===== src/rtl/csr_trap_seq.sv =====
// Sequencer in front of a single-port machine-mode CSR file. It turns csrrw/s/c(i),
// ecall and mret into ordered read/write cycles, stalls the core and issues trap redirects.
module csr_trap_seq #(
  parameter logic [31:0] MCAUSE_ECALL = 32'h0000_000B,
  parameter logic [11:0] ADDR_MSTATUS = 12'h300,
  parameter logic [11:0] ADDR_MTVEC   = 12'h305,
  parameter logic [11:0] ADDR_MEPC    = 12'h341,
  parameter logic [11:0] ADDR_MCAUSE  = 12'h342
) (
  input  logic        clk,
  input  logic        rst,
  input  logic        inst_valid,
  input  logic        is_ecall,
  input  logic        is_mret,
  input  logic [2:0]  csr_op,
  input  logic [11:0] csr_addr_in,
  input  logic [4:0]  rs1_idx,
  input  logic [31:0] rs1_data,
  input  logic [4:0]  rd_idx,
  input  logic [31:0] pc,
  input  logic [31:0] csr_rdata,
  output logic [11:0] csr_addr,
  output logic        csr_ren,
  output logic        csr_wen,
  output logic [31:0] csr_wdata,
  output logic        rd_wen,
  output logic [31:0] rd_wdata,
  output logic        stall,
  output logic        redirect_valid,
  output logic [31:0] redirect_pc
);

  typedef enum logic [3:0] {
    IDLE,
    E_MEPC,
    E_MCAUSE,
    E_MS_RD,
    E_MS_WR,
    E_VEC,
    M_MS_RD,
    M_MS_WR,
    M_EPC,
    C_RD,
    C_WR
  } state_t;

  state_t      state_q, state_d;
  logic [31:0] pc_q, pc_d;
  logic [11:0] addr_q, addr_d;
  logic [31:0] operand_q, operand_d;
  logic [1:0]  op_q, op_d;
  logic [4:0]  rd_q, rd_d;
  logic [31:0] old_q, old_d;
  logic        no_write_q, no_write_d;

  logic        csr_op_valid;
  logic        accept;
  logic [31:0] ecall_mstatus;
  logic [31:0] mret_mstatus;
  logic [31:0] csr_result;

  assign csr_op_valid = (csr_op != 3'd0) && (csr_op != 3'd4);
  assign accept       = inst_valid && (is_ecall || is_mret || csr_op_valid);

  // op_q keeps only funct3[1:0]: register and immediate forms share the same update rule.
  always_comb begin
    ecall_mstatus        = old_q;
    ecall_mstatus[7]     = old_q[3];
    ecall_mstatus[3]     = 1'b0;
    ecall_mstatus[12:11] = 2'b11;

    mret_mstatus         = old_q;
    mret_mstatus[3]      = old_q[7];
    mret_mstatus[7]      = 1'b1;
    mret_mstatus[12:11]  = 2'b11;

    case (op_q)
      2'b10:   csr_result = old_q | operand_q;
      2'b11:   csr_result = old_q & ~operand_q;
      default: csr_result = operand_q;
    endcase
  end

  always_comb begin
    state_d        = state_q;
    pc_d           = pc_q;
    addr_d         = addr_q;
    operand_d      = operand_q;
    op_d           = op_q;
    rd_d           = rd_q;
    old_d          = old_q;
    no_write_d     = no_write_q;

    csr_addr       = 12'h000;
    csr_ren        = 1'b0;
    csr_wen        = 1'b0;
    csr_wdata      = 32'h0;
    rd_wen         = 1'b0;
    rd_wdata       = 32'h0;
    stall          = 1'b1;
    redirect_valid = 1'b0;
    redirect_pc    = 32'h0;

    case (state_q)
      IDLE: begin
        stall = accept;
        if (accept) begin
          pc_d       = pc;
          addr_d     = csr_addr_in;
          op_d       = csr_op[1:0];
          rd_d       = rd_idx;
          operand_d  = csr_op[2] ? {27'b0, rs1_idx} : rs1_data;
          no_write_d = csr_op[1] && (rs1_idx == 5'd0);
          if (is_ecall) begin
            state_d = E_MEPC;
          end else if (is_mret) begin
            state_d = M_MS_RD;
          end else begin
            state_d = C_RD;
          end
        end
      end

      E_MEPC: begin
        csr_wen   = 1'b1;
        csr_addr  = ADDR_MEPC;
        csr_wdata = pc_q & 32'hFFFF_FFFC;
        state_d   = E_MCAUSE;
      end

      E_MCAUSE: begin
        csr_wen   = 1'b1;
        csr_addr  = ADDR_MCAUSE;
        csr_wdata = MCAUSE_ECALL;
        state_d   = E_MS_RD;
      end

      E_MS_RD: begin
        csr_ren  = 1'b1;
        csr_addr = ADDR_MSTATUS;
        old_d    = csr_rdata;
        state_d  = E_MS_WR;
      end

      E_MS_WR: begin
        csr_wen   = 1'b1;
        csr_addr  = ADDR_MSTATUS;
        csr_wdata = ecall_mstatus;
        state_d   = E_VEC;
      end

      // Only direct-mode mtvec is supported, so the mode bits are simply masked off.
      E_VEC: begin
        csr_ren        = 1'b1;
        csr_addr       = ADDR_MTVEC;
        redirect_valid = 1'b1;
        redirect_pc    = {csr_rdata[31:2], 2'b00};
        state_d        = IDLE;
      end

      M_MS_RD: begin
        csr_ren  = 1'b1;
        csr_addr = ADDR_MSTATUS;
        old_d    = csr_rdata;
        state_d  = M_MS_WR;
      end

      M_MS_WR: begin
        csr_wen   = 1'b1;
        csr_addr  = ADDR_MSTATUS;
        csr_wdata = mret_mstatus;
        state_d   = M_EPC;
      end

      M_EPC: begin
        csr_ren        = 1'b1;
        csr_addr       = ADDR_MEPC;
        redirect_valid = 1'b1;
        redirect_pc    = {csr_rdata[31:2], 2'b00};
        state_d        = IDLE;
      end

      C_RD: begin
        csr_ren  = 1'b1;
        csr_addr = addr_q;
        old_d    = csr_rdata;
        state_d  = C_WR;
      end

      C_WR: begin
        csr_addr  = addr_q;
        csr_wen   = !no_write_q;
        csr_wdata = csr_result;
        rd_wen    = (rd_q != 5'd0);
        rd_wdata  = old_q;
        state_d   = IDLE;
      end

      default: begin
        state_d = IDLE;
      end
    endcase
  end

  always_ff @(posedge clk) begin
    if (rst) begin
      state_q    <= IDLE;
      pc_q       <= 32'h0;
      addr_q     <= 12'h000;
      operand_q  <= 32'h0;
      op_q       <= 2'b00;
      rd_q       <= 5'd0;
      old_q      <= 32'h0;
      no_write_q <= 1'b0;
    end else begin
      state_q    <= state_d;
      pc_q       <= pc_d;
      addr_q     <= addr_d;
      operand_q  <= operand_d;
      op_q       <= op_d;
      rd_q       <= rd_d;
      old_q      <= old_d;
      no_write_q <= no_write_d;
    end
  end

endmodule


===== config.mk =====
export PLATFORM = sky130hd
export DESIGN_NAME = csr_trap_seq
export DESIGN_NICKNAME = d
export VERILOG_FILES = /design/src/rtl/csr_trap_seq.sv
export SDC_FILE = /design/constraint.sdc
export NUM_CORES = 1
export LEC_CHECK = 0
export CORE_UTILIZATION = 47
export CTS_CLUSTER_SIZE = 12
export DETAILED_ROUTE_END_ITERATION = 10
export PLACE_DENSITY = 0.86
export SLEW_MARGIN = 20
export SYNTH_ARGS = -nofsm -noshare
export SYNTH_HDL_FRONTEND = slang
export SYNTH_SLANG_ARGS = --single-unit

===== constraint.sdc =====
create_clock -name clk -period 3.3 [get_ports clk]
set_input_delay 0.495 -clock clk [delete_from_list [all_inputs] [get_ports clk]]
set_output_delay 0.495 -clock clk [all_outputs]
set_load 0.02 [all_outputs]

==> run metrics <==
mux share of post-synthesis cell area=0.8368%; Synth Warn #=0; Final period util=96.60%; Initial DRC Count=606; Worst setup endpoint=redirect_pc[28]; Multi-input gate area=0.003129 mm^2; Hold Fails Final Rpt=0; Synth area leader=dfxtp_1; vias after detailed routing=6,489; synthesized area=0.005981 mm^2; FF+latch area=0.002362 mm^2; largest family of logic cells by synthesized area=simple AND/OR/NAND/NOR gates; P&R area growth vs syn=50.48%; CTS tree=done; Non-Filler Instances=1,197; status=completed; worst hold path type=reg2reg; Critical Path Fanout Max=21; setup repair bufs after CTS=0; largest cells by area after synthesis=dfxtp_1, nand2_1, a21oi_1, and2_1, a22oi_1; CP arrival=2.69 ns; initial antenna violation count=1; Worst R2R End=operand_q[4]; Post-DP HPWL=13,860 um; crit path launch type=flop; Max-Cap Viols=0; share of cells above drive strength 1=6.518%; Rel. slew slack=48.01%; fmax=0.3137 GHz; number of global-route vias before repair=6,216; clk root buf=clkbuf_16; worst-margin pin slew=0.7782 ns; Cell Pwr Density=595.2 mW/mm^2; Mapped Cells=807; routability cong.=0.9211; Yosys cell types=50; Synth Area in Adders=0%; RR Startpoint=state_q[2]; 1st-pass router iterations=5; CORE AREA=0.01221 mm^2; worst path required time=2.80 ns; total wire length=20,540 um; Crit Path Class=reg2out; row count=40; pin count of the biggest net entering global routing=83; Clock Path Buffers=2; port bufs=234; Worst setup EP type=primary output; post-synthesis sequential area ratio=39.50%; number of synthesized register bits=118; Most used DFF post-synth=dfxtp_1; first-pass GRT wire length=31,720 um; number of H-tree levels=4; Final Critical Period=3.188 ns; chip height=114.8 um; Overall Global Routing Usage=31.53%; Horiz. Die Dim=114.8 um; Synth top area share=39.50%; Final Max Tran Viols=0; fillcell total=970; Finish-stage setup viols=0; simple-gate share of the synthesized area=26.57%; Synth Area in Compound Gates=24.16%; Worst R2R Path Depth=6; Crit. Startpoint=state_q[3]; DRC violations left=0; xor/xnor cell area share of the yosys netlist=0.2929%; GR Overflow Total=0; Clock transition at path regs=0.05 ns; Post-synth EDFFs=0; clock sink total=118; Final nets=1,141; WL/cell=17.16 um; Initial Utilization=48.98%; Final Skew=0.006169 ns; maximum vdd ir drop=0.0003991 V; ys async rst share=0%; post-route antenna net violation count=0; Lkg Pwr=3.166 nW; hold buffer count at CTS=0; syn_area_per_cell=7.411 um^2; IO Pins=239; Vias/cell=5.421; worst skew pair latency=0.41 ns; placed instance count=1,164; Core Util, Final=73.70%; total die area=0.01318 mm^2; Num CTS Buffers=17; reg-to-reg slack, setup=0.73 ns
-- through the flow --
stage / hold WS, ns / area [um^2] / power, mW / setup slack (ns) / TNS (ns)
detailed placement: 0.4421 / 8335 / 3.381 / 0.4848 / 0
floorplan: 0.4317 / 5984 / 2.790 / 1.156 / 0
finish: 0.4472 / 9000 / 5.357 / 0.1124 / 0
CTS: 0.4495 / 8976 / 5.365 / 0.03653 / 0
global route: 0.4643 / 8997 / 5.599 / -0.01766 / -0.03680
global placement: 0.4369 / 8335 / 3.348 / 0.4593 / 0
-- critical path, cell delays in order (launching register included) --
cell             delay, ns
dfxtp_1               0.36
buf_8                 0.21
inv_2                 0.12
or3_1                 0.36
a21oi_2               0.21
buf_4                 0.24
and2_1                0.16
clkdlybuf4s50_1       0.63
-- cell families (layout without fill, tap and decap cells) --
family | Yosys count | after routing
other | 1 | 3
buffers and inverters | 98 | 318
xor gates and xnor gates | 2 | 2
and+or+nand+nor | 341 | 341
muxes | 5 | 5
AOI/OAI and AO/OA | 242 | 242
DFF | 118 | 118
-- per-layer routing --
layer	vias to the layer above	global-route usage [%]	wire length, um
li1	3133	-	-
met1	3011	38.90	8506
met2	296	51.72	9723
met3	49	9.436	1727
met4	0	12.55	586
met5	-	0	0
-- final cells by class --
cell class,instances,share of cell area [%]
clock buffer,24,5.464
inverter,31,1.293
tap,168,2.336
antenna,1,0.02780
timing repair buffer,255,28.26
multi-input combinational,592,34.77
sequential,118,26.25
clock inverter,8,1.599
-- flip-flops by register name (all words and copies together) (netlist names) --
| signal | cells |
|---|---|
| addr_q | 12 |
| no_write_q | 1 |
| old_q | 32 |
| op_q | 2 |
| operand_q | 32 |
| pc_q | 30 |
| rd_q | 5 |
| state_q | 4 |
-- worst min-delay path by stage --
| stage | cells past startpoint | slack (ns) | to | startpoint |
|---|---|---|---|---|
| after floorplan | 2 | 0.43 | addr_q[10] | addr_q[10] |
| after global placement | 2 | 0.44 | addr_q[11] | addr_q[11] |
| after detailed placement | 2 | 0.44 | addr_q[5] | addr_q[5] |
| after CTS | 2 | 0.45 | addr_q[5] | addr_q[5] |
| after global routing | 2 | 0.46 | old_q[9] | old_q[9] |
| final | 2 | 0.45 | addr_q[3] | addr_q[3] |
-- where the power goes --
group | switching [mW] | internal [mW]
clock network | 0.630 | 1.34
registers | 0.126 | 1.61
logic | 0.967 | 0.686
total | 1.72 | 3.63
-- what timing repair did --
action                                  4_1_cts  5_1_grt
cloned                                        0        0
endpoints found under the setup margin        1       39
resized for setup                             1        7
-- cells in the mapped netlist, drive strengths merged, types with 4 or more instances --
cell    number
o21ai       34
nand2      197
a21oi      131
nand2b       5
nor3         4
clkbuf      27
o22ai        4
o21a        26
nor2        49
buf         40
a211oi       5
mux2i        5
a22oi       28
inv         31
and2        43
nand3b      27
nor2b        4
dfxtp      118
-- placed cells by master (no fill, tap or decap), drive strengths merged, types with 2 or more instances in the layout --
master	synthesis	final
clkdlybuf4s50	0	229
nand2	197	197
a21oi	131	131
dfxtp	118	118
nor2	49	49
and2	43	43
o21ai	34	34
inv	31	31
a22oi	28	28
nand3b	27	27
o21a	26	26
clkbuf	27	24
buf	40	22
mux2i	5	5
a211oi	5	5
nand2b	5	5
o22ai	4	4
bufinv	0	4
dlymetal6s2s	0	4
nor3	4	4
nor2b	4	4
clkinv	0	4
a311o	2	2
nand3	2	2
or3	2	2
a32o	2	2
nand4	2	2
a31oi	2	2
conb	1	2
nor4	2	2
Power figures use the tool's default switching activity.
